<file path="src/rtl/ras_predecode_if.sv">
// rtl/ras_predecode_if.sv - fetch-slot and RAS request bundle for ras_predecode
interface ras_predecode_if #(
    parameter int WIDTH = 32
);
    logic             valid_i;
    logic             ready_o;
    logic [WIDTH-1:0] pc_i;
    logic [31:0]      instr_i;
    logic             kill_i;
    logic             push_o;
    logic             pop_o;
    logic [WIDTH-1:0] ret_addr_o;

    modport master (
        output valid_i, pc_i, instr_i, kill_i,
        input  ready_o, push_o, pop_o, ret_addr_o
    );

    modport slave (
        input  valid_i, pc_i, instr_i, kill_i,
        output ready_o, push_o, pop_o, ret_addr_o
    );
endinterface

</file>
<file path="src/rtl/ras_predecode.sv">
// rtl/ras_predecode.sv - call/return predecoder issuing RAS push/pop requests
// Optional RVC call/return decode enabled by defining RAS_COMPRESSED_EN.
module ras_predecode #(
    parameter int WIDTH = 32
) (
    input  logic            clk,
    input  logic            rst_ni,
    ras_predecode_if.slave  bus
);
    typedef enum logic {IDLE, PUSH_PEND} state_t;

    state_t           r_state;
    logic             r_push;
    logic             r_pop;
    logic [WIDTH-1:0] r_ret_addr;
    logic [WIDTH-1:0] r_pend_addr;

    logic             w_push;
    logic             w_pop;
    logic             w_co;
    logic [WIDTH-1:0] w_ret;
    logic             w_accept;
    logic [4:0]       w_rd;
    logic [4:0]       w_rs1;
    logic             w_rd_link;
    logic             w_rs1_link;
    logic             w_unused;

    assign w_rd       = bus.instr_i[11:7];
    assign w_rs1      = bus.instr_i[19:15];
    assign w_rd_link  = (w_rd == 5'd1) || (w_rd == 5'd5);
    assign w_rs1_link = (w_rs1 == 5'd1) || (w_rs1 == 5'd5);
    assign w_unused   = ^bus.instr_i[31:20];

    always_comb begin
        w_push = 1'b0;
        w_pop  = 1'b0;
        w_co   = 1'b0;
        w_ret  = bus.pc_i + WIDTH'(4);
        if (bus.instr_i[1:0] == 2'b11) begin
            if (bus.instr_i[6:0] == 7'b1101111) begin
                w_push = w_rd_link;
            end else if (bus.instr_i[6:0] == 7'b1100111 && bus.instr_i[14:12] == 3'b000) begin
                w_pop  = !w_rd_link && w_rs1_link;
                w_push = w_rd_link && (!w_rs1_link || (w_rd == w_rs1));
                w_co   = w_rd_link && w_rs1_link && (w_rd != w_rs1);
            end
        end
`ifdef RAS_COMPRESSED_EN
        else begin
            // Compressed forms: rd/rs1 share bits [11:7]; C.JALR links x1 implicitly.
            w_ret = bus.pc_i + WIDTH'(2);
            if (bus.instr_i[1:0] == 2'b01 && bus.instr_i[15:13] == 3'b001) begin
                w_push = 1'b1;
            end else if (bus.instr_i[1:0] == 2'b10 && bus.instr_i[6:2] == 5'd0 &&
                         w_rd != 5'd0) begin
                if (bus.instr_i[15:12] == 4'b1000) begin
                    w_pop = w_rd_link;
                end else if (bus.instr_i[15:12] == 4'b1001) begin
                    w_co   = (w_rd == 5'd5);
                    w_push = (w_rd != 5'd5);
                end
            end
        end
`endif
    end

    assign w_accept = bus.valid_i && (r_state == IDLE) && !bus.kill_i;

    always_ff @(posedge clk or negedge rst_ni) begin
        if (!rst_ni) begin
            r_state     <= IDLE;
            r_push      <= 1'b0;
            r_pop       <= 1'b0;
            r_ret_addr  <= '0;
            r_pend_addr <= '0;
        end else begin
            r_push <= 1'b0;
            r_pop  <= 1'b0;
            if (bus.kill_i) begin
                r_state <= IDLE;
            end else begin
                case (r_state)
                    IDLE: begin
                        if (w_accept) begin
                            if (w_co) begin
                                r_pop       <= 1'b1;
                                r_pend_addr <= w_ret;
                                r_state     <= PUSH_PEND;
                            end else begin
                                r_push <= w_push;
                                r_pop  <= w_pop;
                                if (w_push) begin
                                    r_ret_addr <= w_ret;
                                end
                            end
                        end
                    end
                    PUSH_PEND: begin
                        r_push     <= 1'b1;
                        r_ret_addr <= r_pend_addr;
                        r_state    <= IDLE;
                    end
                    default: r_state <= IDLE;
                endcase
            end
        end
    end

    assign bus.ready_o    = (r_state == IDLE);
    assign bus.push_o     = r_push;
    assign bus.pop_o      = r_pop;
    assign bus.ret_addr_o = r_ret_addr;
endmodule

</file>
<file path="src/flat_wrapper.sv">
// flat-port wrapper written by rule: the top's interface ports become plain ports
module ras_predecode_flat 
#(
    parameter int WIDTH = 32
)
  (clk, rst_ni, bus_valid_i, bus_pc_i, bus_instr_i, bus_kill_i, bus_ready_o, bus_push_o, bus_pop_o, bus_ret_addr_o);
  ras_predecode_if #(.WIDTH(WIDTH)) bus_i ();
  input  logic clk;
  input  logic rst_ni;
  input wire logic [$bits(bus_i.valid_i)-1:0] bus_valid_i;
  input wire logic [$bits(bus_i.pc_i)-1:0] bus_pc_i;
  input wire logic [$bits(bus_i.instr_i)-1:0] bus_instr_i;
  input wire logic [$bits(bus_i.kill_i)-1:0] bus_kill_i;
  output wire logic [$bits(bus_i.ready_o)-1:0] bus_ready_o;
  output wire logic [$bits(bus_i.push_o)-1:0] bus_push_o;
  output wire logic [$bits(bus_i.pop_o)-1:0] bus_pop_o;
  output wire logic [$bits(bus_i.ret_addr_o)-1:0] bus_ret_addr_o;
  assign bus_i.valid_i = bus_valid_i;
  assign bus_i.pc_i = bus_pc_i;
  assign bus_i.instr_i = bus_instr_i;
  assign bus_i.kill_i = bus_kill_i;
  assign bus_ready_o = bus_i.ready_o;
  assign bus_push_o = bus_i.push_o;
  assign bus_pop_o = bus_i.pop_o;
  assign bus_ret_addr_o = bus_i.ret_addr_o;
  ras_predecode #(.WIDTH(WIDTH)) u_core (.clk(clk), .rst_ni(rst_ni), .bus(bus_i));
endmodule
</file>
<file path="config.mk">
export PLATFORM = sky130hd
export DESIGN_NAME = ras_predecode_flat
export DESIGN_NICKNAME = d
export VERILOG_FILES = /design/src/rtl/ras_predecode_if.sv /design/src/rtl/ras_predecode.sv /design/src/flat_wrapper.sv
export SDC_FILE = /design/constraint.sdc
export NUM_CORES = 1
export LEC_CHECK = 0
export ABC_CLOCK_PERIOD_IN_PS = 1900
export CORE_MARGIN = 3
export CORE_UTILIZATION = 35
export DETAILED_ROUTE_END_ITERATION = 10
export GPL_TIMING_DRIVEN = 0
export PLACE_DENSITY_LB_ADDON = 0.3
export REMOVE_ABC_BUFFERS = 1
export SYNTH_ARGS = -nofsm -noshare
export SYNTH_HDL_FRONTEND = slang
export SYNTH_SLANG_ARGS = --single-unit
</file>
<file path="constraint.sdc">
create_clock -name clk -period 1.9 [get_ports clk]
set_clock_uncertainty 0.05 [all_clocks]
set_input_delay 0.57 -clock clk [delete_from_list [all_inputs] [get_ports clk]]
set_output_delay 0.57 -clock clk [all_outputs]
set_load 0.01 [all_outputs]
</file>
==> out/qor.csv, run 1 <==
metric,value,unit
status,"finished, violations left",
violations,negative setup slack,
grt_pass1_wl,18200,um
post-route-period-util,113,%
synth.top_cell.area_share,45.2,%
worst_slew_pin_slew,0.889,ns
post_drt_wl_per_cell,19.8,um
yosysWarnings,0,
netlist_top_cells_area,"dfrtp_1 45%, mux2_4 11%, a21oi_1 3.4%",
nets,558,
synth_async_sr_flop_share,100,%
stdcell_count,625,
die_area,11900,sq um
numPortBuffers,90,
pre_cts_slack,-1.40,ns
place_area,4700,sq um
leakagePower,2.82,nW
die_h,109,um
cts.clk_slew.worst_paths,0.08,ns
antenna_found_initial,0,
drtIter0Drc,106,
max-slew-margin-rel,40.7,%
max_freq,467,MHz
gp_congestion,0.748,
hold_viol,0,
ys_top_cells_by_count,"67 x dfrtp_1, 31 x nand2_1, 28 x mux2_4, 25 x a21oi_1, 25 x nor2_1",
critPathCaptureType,flip-flop,
post-synth-top-count-cell,dfrtp_1,
rows,36,
area_growth,58.9,%
synth_cell_type_count,47,
antenna_cells,0,
dr.pass1.iters,5,
yosys.area.top_type,dfrtp_1,
crit_arrival,2.32,ns
ios,103,
synth-seq-area-share,45.2,%
die_w,109,um
rsz0062_at_grt,yes,
grt_max_degree,68,
fin_util,58.7,%
cp_max_fo,9,
ctsRootBufferMaster,clkbuf_8,
slew_viol_final,0,
worstSkewPairLatency,0.33,ns
synth_edf_count,0,
wl_met2,6250,um
min_path_type,in -> async,
cts_buffer_depth,2,
worstPathRequired,2.07,ns
power_density,506,nW/um^2
maxCapViolCount,0,
syn-instance-count,360,
start_util,36.9,%
clkSinkCount,67,
dp_hpwl,6280,um
synth_area,3710,sq um
dominantRegCellSynth,dfrtp_1,
via_per_inst,5.55,
fin_ws,-0.242,ns
maxUsedRoutingLayer,met4,
dp_cells,562,
num_vias,3467,
wl_met3,613,um
r2r_setup_slack,-0.14,ns
finalCriticalPeriod,2.14,ns
overflow,0,
syn_avg_cell_area,10.3,sq um
fp.coreArea,10000,sq um
tns,-10.64,ns
ys_seq_elements,67,
grtUsageTotal,19.8,%
grt_pass1_vias,3450,
postRouteWirelength,12400,um
cts_buffers,9,
cts_tree,done,
m1WireLength,5220,um
setup_viol,65,
drive_gt1_share,38.8,%
vdd_drop_max,266,uV
r2r_cells,6,
postRouteAntennaNets,0,
startpoint_type,input pin,
htreeDepth,3,
finalInstanceArea,5890,sq um
remaining_drc_errors,0,
crit_type,in -> reg,
==> power breakdown <==
part	total, mW	switching [mW]	leakage (nW)	internal [mW]
Clock	1.05	0.530	0.0908	0.524
Combinational	0.455	0.216	1.88	0.240
Sequential	1.47	0.0178	0.852	1.46
==> final timing paths <==
kind,start,endpoint
max in group asynchronous,rst_ni,u_core.r_state
max,bus_instr_i[9],u_core.bus.ret_addr_o[19]
min reg2reg,u_core.r_pend_addr[26],u_core.r_pend_addr[26]
min in group clk,u_core.r_pend_addr[26],u_core.r_pend_addr[26]
min,rst_ni,u_core.bus.ret_addr_o[20]
max reg2reg,u_core.r_state,u_core.bus.ret_addr_o[19]
==> final cells by class <==
| type | instances | area, sq um |
|---|---|---|
| fillers | 823 | 4150 |
| multi-input cells | 266 | 2390 |
| flip-flops and latches | 67 | 1680 |
| repair buffers | 133 | 1440 |
| well taps | 133 | 166 |
| clock buffers | 11 | 151 |
| inverters | 11 | 45.0 |
| clock inverters | 3 | 15.0 |
| repair inverters | 1 | 7.51 |
==> logic make-up (layout without fill, tap and decap cells) <==
family,after synthesis,in the layout,share of synthesized area (%)
AO/OA/AOI/OAI,83,83,14.0
buffers and inverters,34,159,4.86
XOR/XNOR,15,15,3.54
adder cells (fa/ha/maj),1,1,0.337
AND/OR/NAND/NOR,122,129,17.8
flip-flops,67,67,45.2
multiplexers,38,38,14.3
==> sequential cells by signal, indices dropped and copies added (netlist names) <==
register	flops
u_core.r_state	1
u_core.bus.push_o	1
u_core.bus.ret_addr_o	32
u_core.r_pend_addr	32
u_core.bus.pop_o	1
==> stage by stage <==
stage / power, mW / hold WS (ns)
after detailed placement: 1.91 / 0.416
after floorplan: 1.65 / 0.224
after CTS: 2.98 / 0.336
after global routing: 3.12 / 0.366
final: 2.98 / 0.286
after global placement: 1.90 / 0.397
==> cell usage in the layout, fill, tap and decap left out, types with 9 or more instances in the layout <==
master            n
dlymetal6s2s_1   10
dfrtp_1          66
clkbuf_8         11
nand2_1          20
a31oi_1           9
buf_4            21
dlygate4sd2_1    25
clkdlybuf4s50_1  31
a21oi_1          18
mux2_4           32
nor2_1           25
buf_12           10
o21ai_2           9
nand3_1          10
a21o_1            9
==> worst max-delay path: stages <==
cell           delay, ns
dlygate4sd2_1       0.27
xor2_2              0.20
o31ai_4             0.24
a21o_1              0.19
a41o_4              0.26
buf_4               0.13
buf_12              0.14
mux2_4              0.31
==> routing by layer <==
layer	vias to the layer above	global-route usage [%]
met1	1747	26.1
met5	-	0
met4	0	9.38
met3	28	4.32
li1	1591	-
met2	101	30.8
==> what timing repair did <==
action,CTS,global route
pin swaps,24,36
buffers inserted,23,16
endpoints found under the setup margin,68,75
hold buffers,0,0
gates resized for setup,142,107
cloned,10,2
endpoints found under the hold margin,0,0
Note: power is estimated with default switching activity, not from simulation.
==> run 2: changes to the inputs <==
--- a/config.mk
+++ b/config.mk
@@ -6,7 +6,7 @@
 export NUM_CORES = 1
 export LEC_CHECK = 0
 export ABC_CLOCK_PERIOD_IN_PS = 1900
-export CORE_MARGIN = 3
+export CORE_MARGIN = 2
 export CORE_UTILIZATION = 35
 export DETAILED_ROUTE_END_ITERATION = 10
 export GPL_TIMING_DRIVEN = 0
==> run 2 against run 1 <==
  * The run still ends with negative setup slack left
  * Non-clock buffer count grew 4
  * Global-route usage grew 0.66 points
  * Count of clock-buffer cells in the layout decreased by 1
  * Worst hold slack got worse by 0.0044 ns
  * Sequential power about the same
  * Cell area increased by 1.5%
  * Maximum frequency rose by 3.4%
  * Register-to-register slack is essentially flat
  * Critical endpoint is now u_core.bus.ret_addr_o[10]
==> out/qor.csv, run 2 (synthesized netlist as in run 1, its figures left out) <==
metric,value,unit
status,"finished, violations left",
violations,negative setup slack,
leakagePower,2.87,nW
htreeDepth,3,
fp.coreArea,10300,sq um
cts_tree,done,
post-route-period-util,109,%
tns,-6.22,ns
total_power,3.28,mW
via_per_inst,5.35,
nets,562,
most-common-layout-cells,"66 x dfrtp_1, 32 x mux2_4, 29 x clkdlybuf4s50_1",
path_cells,buf_6 > or3_4 > o31ai_4 > a21o_1 > a41o_4 > buf_12 > clkbuf_16 > mux2_4,
die_h,107,um
worst_hold_slack,0.281,ns
ctsRootBufferMaster,clkbuf_8,
pre_cts_slack,-1.42,ns
cts.clk_slew.worst_paths,0.08,ns
postRouteAntennaNets,0,
postRouteWirelength,11700,um
clkSinkCount,67,
layout_commonest_cell,dfrtp_1,
dp_hpwl,5960,um
numPortBuffers,90,
rows,37,
finalInstanceArea,5980,sq um
r2r_cells,6,
antenna_found_initial,0,
drive_gt1_share,40.8,%
rsz0062_at_grt,yes,
finalCriticalPeriod,2.07,ns
num_vias,3392,
hold_viol,0,
cp_max_fo,7,
slew_viol_final,0,
worstPathRequired,2.08,ns
worst_slew_pin_slew,0.857,ns
ios,103,
cts_buffer_depth,2,
fin_ws,-0.171,ns
crit_arrival,2.25,ns
critPathCaptureType,flip-flop,
startpoint_type,input pin,
grt_max_degree,68,
grt_pass1_wl,18100,um
antenna_cells,0,
grt_pass1_vias,3494,
start_util,35.9,%
die_w,107,um
drtIter0Drc,142,
max_freq,483,MHz
dr.pass1.iters,4,
cts_buffers,9,
area_growth,61.2,%
overflow,0,
grtUsageTotal,20.4,%
setup_viol,64,
power_density,548,nW/um^2
worstSkewPairLatency,0.34,ns
remaining_drc_errors,0,
min_path_type,in -> async,
slowest_stage,or3_4,
max-slew-margin-rel,42.9,%
maxCapViolCount,0,
r2r_setup_slack,-0.15,ns
max_stage_delay,0.40,ns
crit_type,in -> reg,
place_area,4670,sq um
gp_congestion,0.740,
die_area,11400,sq um
post_drt_wl_per_cell,18.4,um
postCtsHoldBufs,0,
vdd_drop_max,329,uV
-- run 2: cell count changes in the layout (fill, tap and decap cells not counted), sizes merged, moves of 2 or more --
| cell | change |
|---|---|
| buf | +6 |
| bufinv | +2 |
| clkdlybuf4s15 | -4 |
| clkdlybuf4s50 | -2 |
| dlymetal6s2s | +3 |
-- run 2: final timing paths --
kind | start | end
worst max-delay path | bus_instr_i[11] | u_core.bus.ret_addr_o[10]
worst min-delay path | rst_ni | u_core.bus.push_o
worst max register to register | u_core.r_state | u_core.bus.ret_addr_o[10]
worst min register to register | u_core.r_pend_addr[28] | u_core.r_pend_addr[28]
max in group asynchronous | rst_ni | u_core.r_state
min in group clk | u_core.r_pend_addr[28] | u_core.r_pend_addr[28]
-- run 2: per-stage QoR --
stage	std cells	util, %
floorplan	337	-
finish	634	57.9
global route	634	57.9
global placement	563	45.0
detailed placement	564	45.2
CTS	627	54.9
-- run 2: per-layer routing --
layer	global-route usage (%)	part of all wire [%]
met4	8.26	2.2
met3	3.53	3.7
met5	0	0
met2	33.5	50
met1	26.8	44
-- run 2: where the power goes --
part	total (mW)	internal [mW]	switching, mW	leakage (nW)
Combinational	0.451	0.240	0.211	1.91
Clock	1.35	0.775	0.580	0.108
Sequential	1.47	1.46	0.0173	0.852
-- run 2: worst max-delay path: cells and delay by family --
family          cells  cell delay (ns)
compound gates      3             0.59
buf+inv             3             0.39
mux                 1             0.29
simple gates        1             0.40
-- run 2: layout make-up --
class	count	area, sq um
inverters	11	67.6
repair buffers	137	1410
fillers	850	4340
clock inverters	6	88.8
well taps	136	170
flip-flops and latches	67	1680
repair inverters	1	8.76
clock buffers	10	138
multi-input cells	266	2420
-- run 2: repair_timing --
item,in CTS,in global routing
cloned,9,3
resized for setup,151,113
pin swaps,28,37
setup endpoints to repair,68,76
setup buffers,40,6
